==> config.mk <==
export PLATFORM = sky130hd
export DESIGN_NAME = morse_rx_flat
export DESIGN_NICKNAME = d
export VERILOG_FILES = /design/src/rtl/morse_rx_if.sv /design/src/rtl/morse_rx.sv /design/src/flat_wrapper.sv
export SDC_FILE = /design/constraint.sdc
export NUM_CORES = 1
export LEC_CHECK = 0
export BUFFER_PORTS_ARGS = -buffer_cell sky130_fd_sc_hd__buf_4
export CAP_MARGIN = 30
export CORE_ASPECT_RATIO = 0.8
export CORE_MARGIN = 1
export CORE_UTILIZATION = 55
export DETAILED_ROUTE_END_ITERATION = 12
export GPL_ROUTABILITY_DRIVEN = 1
export GPL_TIMING_DRIVEN = 1
export PLACE_DENSITY = 0.83
export RECOVER_POWER = 100
export SYNTH_ARGS = -nofsm -noshare
export SYNTH_HDL_FRONTEND = slang
export SYNTH_SLANG_ARGS = --single-unit
==> constraint.sdc <==
create_clock -name CLK -period 2.45 [get_ports CLK]
set_input_delay 0.3675 -clock CLK [delete_from_list [all_inputs] [get_ports CLK]]
set_output_delay 0.3675 -clock CLK [all_outputs]
set_load 0.01 [all_outputs]
==> src/rtl/morse_rx_if.sv <==
// Symbol output bus of the Morse receiver: one-cycle valid strobe plus held symbol fields.
interface morse_rx_if;
    logic       sym_valid;
    logic [5:0] sym_bits;
    logic [2:0] sym_len;
    logic       sym_err;
    logic [7:0] ascii;

    modport master (output sym_valid, sym_bits, sym_len, sym_err, ascii);
    modport slave  (input  sym_valid, sym_bits, sym_len, sym_err, ascii);
endinterface

==> src/rtl/morse_rx.sv <==
// Morse receiver: sync + debounce a button, time presses/gaps, emit dot/dash symbols.
// Define MORSE_ASCII_EN to add a registered (bits,len)->ASCII lookup; otherwise ascii is 0.
module morse_rx #(
    parameter int TICK_DIV         = 16000,
    parameter int DEBOUNCE_TICKS   = 20,
    parameter int DASH_TICKS       = 200,
    parameter int LETTER_GAP_TICKS = 600
) (
    input  logic       CLK,
    input  logic       RST,
    input  logic       BTN,
    output logic       LED,
    output logic       USBPU,
    morse_rx_if.master sym
);
    localparam int PW = (TICK_DIV > 1) ? $clog2(TICK_DIV) : 1;
    localparam int DW = $clog2(DEBOUNCE_TICKS + 1);

    typedef enum logic [1:0] {S_IDLE, S_PRESS, S_GAP} state_t;

    logic          r_sync1, r_sync2;
    logic [PW-1:0] r_pre;
    logic          w_tick;
    logic [DW-1:0] r_dbcnt;
    logic          r_deb, r_rise, r_fall;
    state_t        r_state, w_next;
    logic [9:0]    r_dur;
    logic          w_emit, w_append;
    logic [5:0]    r_bits;
    logic [2:0]    r_len;
    logic          r_ovf;
    logic          r_sym_valid, r_sym_err;
    logic [5:0]    r_sym_bits;
    logic [2:0]    r_sym_len;

    assign w_tick = (r_pre == PW'(TICK_DIV - 1));

    always_ff @(posedge CLK) begin
        if (RST) begin
            r_sync1 <= 1'b0;
            r_sync2 <= 1'b0;
            r_pre   <= '0;
        end else begin
            r_sync1 <= BTN;
            r_sync2 <= r_sync1;
            r_pre   <= w_tick ? '0 : r_pre + 1'b1;
        end
    end

    // Counter only advances while the input disagrees; any agreement restarts it.
    always_ff @(posedge CLK) begin
        if (RST) begin
            r_dbcnt <= '0;
            r_deb   <= 1'b0;
            r_rise  <= 1'b0;
            r_fall  <= 1'b0;
        end else begin
            r_rise <= 1'b0;
            r_fall <= 1'b0;
            if (r_sync2 == r_deb) begin
                r_dbcnt <= '0;
            end else if (w_tick) begin
                if (r_dbcnt == DW'(DEBOUNCE_TICKS - 1)) begin
                    r_deb   <= ~r_deb;
                    r_dbcnt <= '0;
                    r_rise  <= ~r_deb;
                    r_fall  <= r_deb;
                end else begin
                    r_dbcnt <= r_dbcnt + 1'b1;
                end
            end
        end
    end

    always_comb begin
        w_next   = r_state;
        w_emit   = 1'b0;
        w_append = 1'b0;
        case (r_state)
            S_IDLE:  if (r_rise) w_next = S_PRESS;
            S_PRESS: if (r_fall) begin
                w_next   = S_GAP;
                w_append = 1'b1;
            end
            S_GAP: begin
                // Timeout beats a simultaneous rise; the rise then opens the next symbol.
                if (int'(r_dur) >= LETTER_GAP_TICKS) begin
                    w_emit = 1'b1;
                    w_next = r_rise ? S_PRESS : S_IDLE;
                end else if (r_rise) begin
                    w_next = S_PRESS;
                end
            end
            default: w_next = S_IDLE;
        endcase
    end

    always_ff @(posedge CLK) begin
        if (RST) begin
            r_state <= S_IDLE;
            r_dur   <= '0;
        end else begin
            r_state <= w_next;
            if (w_next != r_state)
                r_dur <= '0;
            else if (w_tick && r_dur != 10'h3FF)
                r_dur <= r_dur + 1'b1;
        end
    end

    always_ff @(posedge CLK) begin
        if (RST) begin
            r_bits <= '0;
            r_len  <= '0;
            r_ovf  <= 1'b0;
        end else if (w_emit) begin
            r_bits <= '0;
            r_len  <= '0;
            r_ovf  <= 1'b0;
        end else if (w_append) begin
            if (r_len == 3'd6) begin
                r_ovf <= 1'b1;
            end else begin
                r_bits[r_len] <= (int'(r_dur) >= DASH_TICKS);
                r_len         <= r_len + 1'b1;
            end
        end
    end

    always_ff @(posedge CLK) begin
        if (RST) begin
            r_sym_valid <= 1'b0;
            r_sym_bits  <= '0;
            r_sym_len   <= '0;
            r_sym_err   <= 1'b0;
        end else begin
            r_sym_valid <= w_emit;
            if (w_emit) begin
                r_sym_bits <= r_bits;
                r_sym_len  <= r_len;
                r_sym_err  <= r_ovf;
            end
        end
    end

`ifdef MORSE_ASCII_EN
    // Element pattern is LSB-first, 1 = dash.
    function automatic logic [7:0] f_ascii(input logic [2:0] len, input logic [5:0] bits);
        case ({len, bits})
            {3'd2, 6'd2}:  f_ascii = "A";   {3'd4, 6'd1}:  f_ascii = "B";
            {3'd4, 6'd5}:  f_ascii = "C";   {3'd3, 6'd1}:  f_ascii = "D";
            {3'd1, 6'd0}:  f_ascii = "E";   {3'd4, 6'd4}:  f_ascii = "F";
            {3'd3, 6'd3}:  f_ascii = "G";   {3'd4, 6'd0}:  f_ascii = "H";
            {3'd2, 6'd0}:  f_ascii = "I";   {3'd4, 6'd14}: f_ascii = "J";
            {3'd3, 6'd5}:  f_ascii = "K";   {3'd4, 6'd2}:  f_ascii = "L";
            {3'd2, 6'd3}:  f_ascii = "M";   {3'd2, 6'd1}:  f_ascii = "N";
            {3'd3, 6'd7}:  f_ascii = "O";   {3'd4, 6'd6}:  f_ascii = "P";
            {3'd4, 6'd11}: f_ascii = "Q";   {3'd3, 6'd2}:  f_ascii = "R";
            {3'd3, 6'd0}:  f_ascii = "S";   {3'd1, 6'd1}:  f_ascii = "T";
            {3'd3, 6'd4}:  f_ascii = "U";   {3'd4, 6'd8}:  f_ascii = "V";
            {3'd3, 6'd6}:  f_ascii = "W";   {3'd4, 6'd9}:  f_ascii = "X";
            {3'd4, 6'd13}: f_ascii = "Y";   {3'd4, 6'd3}:  f_ascii = "Z";
            {3'd5, 6'd31}: f_ascii = "0";   {3'd5, 6'd30}: f_ascii = "1";
            {3'd5, 6'd28}: f_ascii = "2";   {3'd5, 6'd24}: f_ascii = "3";
            {3'd5, 6'd16}: f_ascii = "4";   {3'd5, 6'd0}:  f_ascii = "5";
            {3'd5, 6'd1}:  f_ascii = "6";   {3'd5, 6'd3}:  f_ascii = "7";
            {3'd5, 6'd7}:  f_ascii = "8";   {3'd5, 6'd15}: f_ascii = "9";
            default:       f_ascii = 8'h3F;
        endcase
    endfunction

    logic [7:0] r_ascii;
    always_ff @(posedge CLK) begin
        if (RST)
            r_ascii <= 8'h00;
        else if (w_emit)
            r_ascii <= r_ovf ? 8'h3F : f_ascii(r_len, r_bits);
    end
    assign sym.ascii = r_ascii;
`else
    assign sym.ascii = 8'h00;
`endif

    assign sym.sym_valid = r_sym_valid;
    assign sym.sym_bits  = r_sym_bits;
    assign sym.sym_len   = r_sym_len;
    assign sym.sym_err   = r_sym_err;
    assign LED           = r_deb;
    assign USBPU         = 1'b0;
endmodule

==> src/flat_wrapper.sv <==
// flat-port wrapper written by rule: the top's interface ports become plain ports
module morse_rx_flat 
#(
    parameter int TICK_DIV         = 16000,
    parameter int DEBOUNCE_TICKS   = 20,
    parameter int DASH_TICKS       = 200,
    parameter int LETTER_GAP_TICKS = 600
)
  (CLK, RST, BTN, LED, USBPU, sym_sym_valid, sym_sym_bits, sym_sym_len, sym_sym_err, sym_ascii);
  morse_rx_if sym_i ();
  input  logic CLK;
  input  logic RST;
  input  logic BTN;
  output logic LED;
  output logic USBPU;
  output wire logic [$bits(sym_i.sym_valid)-1:0] sym_sym_valid;
  output wire logic [$bits(sym_i.sym_bits)-1:0] sym_sym_bits;
  output wire logic [$bits(sym_i.sym_len)-1:0] sym_sym_len;
  output wire logic [$bits(sym_i.sym_err)-1:0] sym_sym_err;
  output wire logic [$bits(sym_i.ascii)-1:0] sym_ascii;
  assign sym_sym_valid = sym_i.sym_valid;
  assign sym_sym_bits = sym_i.sym_bits;
  assign sym_sym_len = sym_i.sym_len;
  assign sym_sym_err = sym_i.sym_err;
  assign sym_ascii = sym_i.ascii;
  morse_rx #(.TICK_DIV(TICK_DIV), .DEBOUNCE_TICKS(DEBOUNCE_TICKS), .DASH_TICKS(DASH_TICKS), .LETTER_GAP_TICKS(LETTER_GAP_TICKS)) u_core (.CLK(CLK), .RST(RST), .BTN(BTN), .LED(LED), .USBPU(USBPU), .sym(sym_i));
endmodule
---- Yosys cells after proc, flatten, opt, wreduce, memory -nomap -nowiden ----
Index checks and enable logic that the tools add are counted.
operators by class
  add/subtract/negate cells ............... 4
  magnitude comparators ................... 4
  equal/unequal tests ..................... 8
  multiplexer cells ....................... 13
  bitwise logic cells ..................... 5
  reductions and logical operators ........ 11
operators by type and width
  kind                     number
  $add A14 B1 Y14 const B  1
  $eq A14 B14 Y1 const B   1
  $add A10 B1 Y10 const B  1
  $ge A10 B10 Y1 const B   1
  $ge A10 B8 Y1 const B    1
  $ne A10 B10 Y1 const B   1
  $reduce_or A2 Y1         4
  $bwmux W6                1
  $mux W1                  6
  $mux W2                  3
  $pmux W2 S3              1
  $add A5 B1 Y5 const B    1
  $eq A5 B5 Y1 const B     1
  $mux W5                  1
  $not A1 Y1               5
  $lt A3 B4 Y1 const B     1
  $reduce_and A2 Y1        2
  $reduce_or A4 Y1         1
  $add A3 B1 Y3 const B    1
  $demux W1 S3             1
  $eq A3 B3 Y1 const B     1
  $ge A3 B1 Y1 const B     1
  $reduce_and A3 Y1        1
  $eq A2 B1 Y1 const B     1
  other kinds (5)          6
storage, ports and cells
  register bits ........................... 57
  input bits .............................. 3
  output and inout bits ................... 21

---- Logic depth before layout (Yosys ltp) ----
Gate-level depths: netlist (run 1).
  word-level depth ........................ 5
  mapped depth ............................ 7

---- Worst setup path after synthesis (run 1) ----
No wires, ideal clock.
  path kind ............................... flip-flop to flip-flop
  from .................................... reg u_core.r_pre[0]
  to ...................................... reg u_core.r_dur[7]
  arrival ................................. 1.987 ns
  data required time ...................... 2.378 ns
  path slack .............................. 0.392 ns
  stages on the path, launching flop included .. 7
  path buffers ............................ 1
  period minus slack after synthesis ...... 2.058 ns
  cells stage by stage .................... dfxtp_1 ha_1 nand4_2 or4_1 buf_2 or4_1 a21oi_1
on the way
  longest elaborated chain between the ends .. 2
ends and longest elaborated chain
  item                    RTL line         text
  from (decl)             morse_rx.sv:22   logic [PW-1:0] r_pre;
  from (signal assigned)  morse_rx.sv:46   r_pre <= w_tick ? '0 : r_pre + 1'b1;
  $eq A14 B14 Y1          morse_rx.sv:36   assign w_tick = (r_pre == PW'(TICK_DIV - 1));
  $logic_and A1 B1 Y1     morse_rx.sv:106  else if (w_tick && r_dur != 10'h3FF)
  to (signal assigned)    morse_rx.sv:107  r_dur <= r_dur + 1'b1;
  to (decl)               morse_rx.sv:27   logic [9:0] r_dur;
Every way passes these cells.
A chain may end at the register's enable or synchronous reset.

---- Worst setup path in the final report (run 1) ----
  from .................................... reg u_core.r_pre[0]
  to ...................................... reg u_core.r_dbcnt[3]
on the way
  longest elaborated chain between the ends .. 1
ends and longest elaborated chain
  item                  RTL line        text
  $eq A14 B14 Y1        morse_rx.sv:36
  to (signal assigned)  morse_rx.sv:69  r_dbcnt <= r_dbcnt + 1'b1;
  to (decl)             morse_rx.sv:24  logic [DW-1:0] r_dbcnt;
Every way passes these cells.

==> reports/qor.txt, run 1 <==
Pwr dens = 640 mW/mm^2
Mean post-synth cell area = 8.78 um^2
TritonCTS Buffers = 9
Share of cells above drive strength 1 = 7.01%
Post-cts resize count = 0
Crit path time final = 2260 ps
FF+latch count, synth = 57
Mapped cell area = 0.00260 mm^2
Final worst-path cycle share = 92.2%
Global-route wire length before repair = 9.09 mm
WP data required = 2710 ps
Vias/cell = 5.81
Area grow syn2layout = 9.97%
CTS tree = built
Post-synth top area share = 43.9%
Most used DFF post-synth = dfxtp_1
# setup viols final = 0
Max cap viols = 0
Unrepaired setup endpoints after global routing = no
Row Count = 21
Clock skew = 5.95 ps
Diode count = 0
Arr. time, crit path = 2520 ps
Die width = 78.9 um
H-tree depth = 3
Ys Warns = 0
Full die area = 0.00501 mm^2
Startpoint Class = flip-flop
Register area share after synthesis = 43.9%
Tot GR Track Use = 24.1%
Peak VDD IR = 0.464 mV
Max-slew violation count = 0
Dpl cells = 356
Max Fclk = 443 MHz
Iter 0 DRT Violations = 180
Dpl hpwl = 3.58 mm
Core Region = 0.00436 mm^2
Worst rel slew slack = 30.6%
Fill count = 378
Measured slew at the worst slew-check pin = 1040 ps
Leak Pwr = 0.953 nW
DRC = 0
Clock Path Buffers = 2
Routed Antenna Nets = 0
Run status = finished clean
TritonRoute pass-1 iters = 5
# hold bufs at CTS = 0
Routability cong. = 0.820
Initial Util = 59.6%
FFs w/ async S/R, synth = 0%
Worst path slowest cell = or4_1
CP Max Fanout = 13
DRT Wirelength = 5.38 mm
Clk_lat worst skew = 340 ps
Largest net degree at the start of global routing = 24
Root Buffer Master = clkbuf_8
Critical Path, Cell by Cell = ha_1 -> nand4_2 -> or4_1 -> clkbuf_1 -> or3_1 -> a21oi_1
Final Non-Filler Cells = 371
Vias in the first global route = 1968
Port buffer count = 14
Post-synth EDFFs = 0
Syn Inst Count = 296
Via Count = 2157
Yosys top cell by area = dfxtp_1
Crit-path max cell delay = 740 ps
Setup Crit Path Kind = flip-flop to flip-flop
Setup crit end kind = flip-flop
Die H = 63.5 um
Total grt overflow = 0
Main area contributors after synthesis = dfxtp_1 44%, mux2i_1 6.5%, nor2_1 5.8%
Nets = 319
Hold Path Class = input pin to flip-flop
DR WL/cell = 14.5 um
Clock slew at reported path FFs = 60 ps
Final hold violation count = 0
Top-level I/O count = 24
Setup TNS = 0 ps
Number of setup buffers added after CTS = 0
Total clock sinks = 57
Count of different cell masters after synthesis = 42
Initial antenna violation count = 0
[routing by layer]
metal  vias up  part of all wire (%)  track usage (%)
met3        12                   5.6             7.97
met2        65                    48             38.6
li1       1060                     -                -
met5         -                     0                0
met1      1020                    44             29.1
met4         0                   2.2             11.1
[layout make-up]
class,count,area (um^2),area share [%]
multi-input cells,212,1330,46.4
flip-flops and latches,57,1140,39.9
clock buffers,12,155,5.43
repair buffers,20,87.6,3.06
well taps,57,71.3,2.50
clock inverters,3,40.0,1.40
inverters,10,37.5,1.31
[cells by family after synthesis]
family	after synthesis	synth area share [%]
other cells	1	0.144
fa+ha+maj	6	2.89
buf+inv	35	6.45
compound gates	40	9.49
xor+xnor	14	4.72
simple gates	126	25.9
flops	57	43.9
mux	17	6.55
[synth_stat cells (4+ instances only)]
master and number:
dfxtp_1 57, nor2_1 40, a21oi_1 18, mux2i_1 17, nand2_1 15, clkbuf_1 14, nand3_1 11, inv_1 10
nor3_1 10, xnor2_1 10, buf_4 9, nand4_1 8, nor4_1 7, o21ai_0 7, or4_1 7, ha_1 6
nor2b_1 6, o31ai_1 4, or3_1 4, xor2_1 4
[worst paths after layout]
path,to,slack (ps),start,depth (start not counted)
setup / recovery,u_core.r_dbcnt[3],190,u_core.r_pre[0],6
hold / removal,u_core.r_sync1,240,BTN,2
setup reg to reg,u_core.r_dbcnt[3],190,u_core.r_pre[0],6
hold reg to reg,u_core.r_sync2,440,u_core.r_sync1,1
[placed cells by master, fill, tap and decap left out, types with 6 or more instances in the layout]
cell,n
a21oi_1,18
clkbuf_1,17
clkbuf_8,11
conb_1,9
dfxtp_1,57
ha_1,6
inv_1,10
mux2i_1,17
nand2_1,15
nand3_1,11
nand4_1,8
nor2_1,40
nor2b_1,6
nor3_1,9
nor4_1,7
o21ai_0,7
or4_1,7
xnor2_1,10
[critical path, delay by kind of cell (launching register included)]
family                   cells  cell delay (ps)
AO/OA/AOI/OAI                1              150
adder cells (fa/ha/maj)      1              230
AND/OR/NAND/NOR              3             1220
flip-flops                   1              370
buffers and inverters        1              230
[per-stage QoR]
step	setup slack [ps]	hold WS, ps	power, mW	instance area (um^2)	utilization (%)
6_report	191	242	1.83	2860	65.5
3_5_place_dp	219	424	0.992	2730	62.5
4_1_cts	177	234	1.84	2920	67.0
2_1_floorplan	392	414	0.994	2630	-
5_1_grt	55.4	241	1.90	2860	65.5
3_3_place_gp	321	418	0.991	2730	62.5
[power by group]
group | switching [mW] | leakage, nW | total (mW) | internal (mW)
sequential | 0.00416 | 0.460 | 0.937 | 0.933
clock | 0.343 | 0.102 | 0.859 | 0.516
combinational | 0.0256 | 0.391 | 0.0346 | 0.00895
[sequential cells by signal (all words and copies together), names as in the netlist, 2 cells and up]
signal and cells:
u_core.r_pre 14, u_core.r_dur 10, u_core.r_bits 6, u_core.sym.sym_bits 6
u_core.r_dbcnt 5, u_core.r_len 3, u_core.sym.sym_len 3, u_core.r_state 2
Note: power is estimated with default switching activity, not from simulation.
==> inputs of run 2 (changes only) <==
Clock period 2.45 ns to 2.9 ns, I/O delays scaled along.
==> reports/qor.txt, run 2 (synthesis results as in run 1) <==
Run status = finished clean
Max Fclk = 405 MHz (-8.4%)
Diode count = 0 (unchanged)
Setup TNS = 0 ps (unchanged)
Area grow syn2layout = 8.38%
Largest net degree at the start of global routing = 24 (unchanged)
Iter 0 DRT Violations = 114 (-37%)
Final worst-path cycle share = 85.1% (-7.1 points)
Row Count = 21 (unchanged)
Hold Path Origin = BTN
Root Buffer Master = clkbuf_8
Startpoint Class = flip-flop
TritonRoute pass-1 iters = 4 (-1)
Routed Antenna Nets = 0 (unchanged)
Top-level I/O count = 24 (unchanged)
Initial Util = 59.6% (unchanged)
Global-route wire length before repair = 8.31 mm (-8.7%)
Max reg flops = 14 (unchanged)
Switching part of the total power = 20.4% (about the same)
Setup crit end kind = flip-flop
Post-cts resize count = 0 (unchanged)
Peak VDD IR = 0.390 mV (-16%)
TritonCTS Buffers = 9 (unchanged)
Share of cells above drive strength 1 = 5.14% (-1.9 points)
Commonest non-fill, non-tap cell in the layout = dfxtp_1
R2R depth = 5 (-1)
Hold Path Class = input pin to flip-flop
# setup viols final = 0 (unchanged)
CTS tree = built
Max-slew violation count = 0 (unchanged)
DRT Wirelength = 4.69 mm (-13%)
Design area = 0.00282 mm^2 (-1.4%)
Max cap viols = 0 (unchanged)
Final hold violation count = 0 (unchanged)
Clk_lat worst skew = 330 ps (about the same)
H-tree depth = 3 (unchanged)
Nets = 315 (-1.3%)
Arr. time, crit path = 2720 ps (+200 ps)
Pwr dens = 541 mW/mm^2 (-16%)
Largest registers = u_core.r_pre (14), u_core.r_dur (10)
Critical Path, Cell by Cell = ha_1 -> nand4_1 -> or4_1 -> or4_1 -> a21oi_1
Vias/cell = 5.52 (-5.0%)
Clock skew = 9.57 ps (+3.62 ps)
Commonest cells after routing, fill and taps aside = 57 x dfxtp_1, 40 x nor2_1, 18 x a21oi_1, 18 x clkbuf_1, 17 x mux2i_1
Vias in the first global route = 1925 (-2.2%)
CP Max Fanout = 19 (+6)
Full die area = 0.00501 mm^2 (unchanged)
Hold EP = u_core.r_sync1
# hold bufs at CTS = 0 (unchanged)
Sequential share of power = 51.9% (+0.7 points)
R2r startpoint = u_core.r_pre[0]
Die width = 78.9 um (unchanged)
Crit-path max cell delay = 840 ps (+100 ps)
Net load switching power = 0.311 mW (-17%)
Initial antenna violation count = 0 (unchanged)
Clock Path Buffers = 2 (unchanged)
Worst rel slew slack = 29.2% (-1.4 points)
Port buffer count = 14 (unchanged)
Clock Power Share = 46.2% (-0.7 points)
Measured slew at the worst slew-check pin = 1060 ps (+21.0 ps)
Pint = 1.21 mW (-17%)
Leak Pwr = 0.924 nW (-3.0%)
Unrepaired setup endpoints after global routing = no
WHS Path Cells = 2 (unchanged)
Tot GR Track Use = 21.7% (-2.4 points)
Clock slew at reported path FFs = 60 ps (about the same)
Worst path slowest cell = or4_1
Dpl hpwl = 3.22 mm (-10%)
R2r setup slk = 430 ps (+240 ps)
WP data required = 3150 ps (+440 ps)
Reg2reg end = u_core.r_dur[8]
Total grt overflow = 0 (unchanged)
Combinational share of power = 1.9% (about the same)
DRC = 0 (unchanged)
Via Count = 2033 (-5.7%)
Die H = 63.5 um (unchanged)
Cell repeated most along the worst path = or4_1
Core Region = 0.00436 mm^2 (unchanged)
Routability cong. = 0.851 (+3.8%)
CP Launch Point = u_core.r_pre[0]
Number of setup buffers added after CTS = 0 (unchanged)
Total clock sinks = 57 (unchanged)
Largest reg by FF count = u_core.r_pre
Post-DP Area = 0.00270 mm^2 (-1.1%)
Setup Crit Path Kind = flip-flop to flip-flop
Crit path time final = 2470 ps (+208 ps)
DR WL/cell = 12.8 um (-12%)
[run 2: changes by cell type in the layout (fill, tap and decap cells not counted), sizes merged]
cell,delta
buf,-2
clkbuf,-1
[run 2: cell type report]
cell class,count,area (um^2)
sequential,57,1140
inverter,10,37.5
fill,386,1550
tap,57,71.3
clock buffer,13,149
timing repair buffer,16,63.8
clock inverter,3,40.0
multi-input combinational,212,1310
[run 2: worst max-delay path by stage]
stage	end	slack (ps)	cells past startpoint
finish	u_core.r_dur[8]	430	5
global route	u_core.r_dur[9]	200	5
CTS	u_core.r_dur[8]	500	5
detailed placement	u_core.r_dur[8]	520	5
global placement	u_core.r_dur[9]	580	5
floorplan	u_core.r_dur[7]	840	6
[run 2: power groups by stage]
stage / logic, mW / registers (mW) / clock network [mW]
floorplan: 0.0322 / 0.808 / 0
global placement: 0.0289 / 0.808 / 0
detailed placement: 0.0292 / 0.808 / 0
CTS: 0.0293 / 0.791 / 0.724
global route: 0.0329 / 0.791 / 0.759
finish: 0.0283 / 0.791 / 0.705
[run 2: layer usage]
metal	vias up	wire, um	track usage (%)	share of wire, %
met5	-	0	0	0
met4	0	157	11.1	3.3
met3	16	238	9.42	5.1
met2	46	2140	34.7	46
met1	925	2160	24.6	46
li1	1046	-	-	-
[run 2: stage by stage]
stage	total power, mW	hold WS, ps	setup slack [ps]	std cells	util, %
after floorplan	0.840	414	842	304	-
after global placement	0.837	418	584	352	61.8
after detailed placement	0.838	430	521	352	61.8
after CTS	1.54	301	497	368	66.1
after global routing	1.58	326	199	368	64.6
final	1.52	312	433	368	64.6
[run 2: critical path: cells and delay by family (launching register included)]
| kind | cells | cell delay (ps) |
|---|---|---|
| fa+ha+maj | 1 | 210 |
| flops | 1 | 350 |
| compound gates | 1 | 160 |
| simple gates | 3 | 1680 |
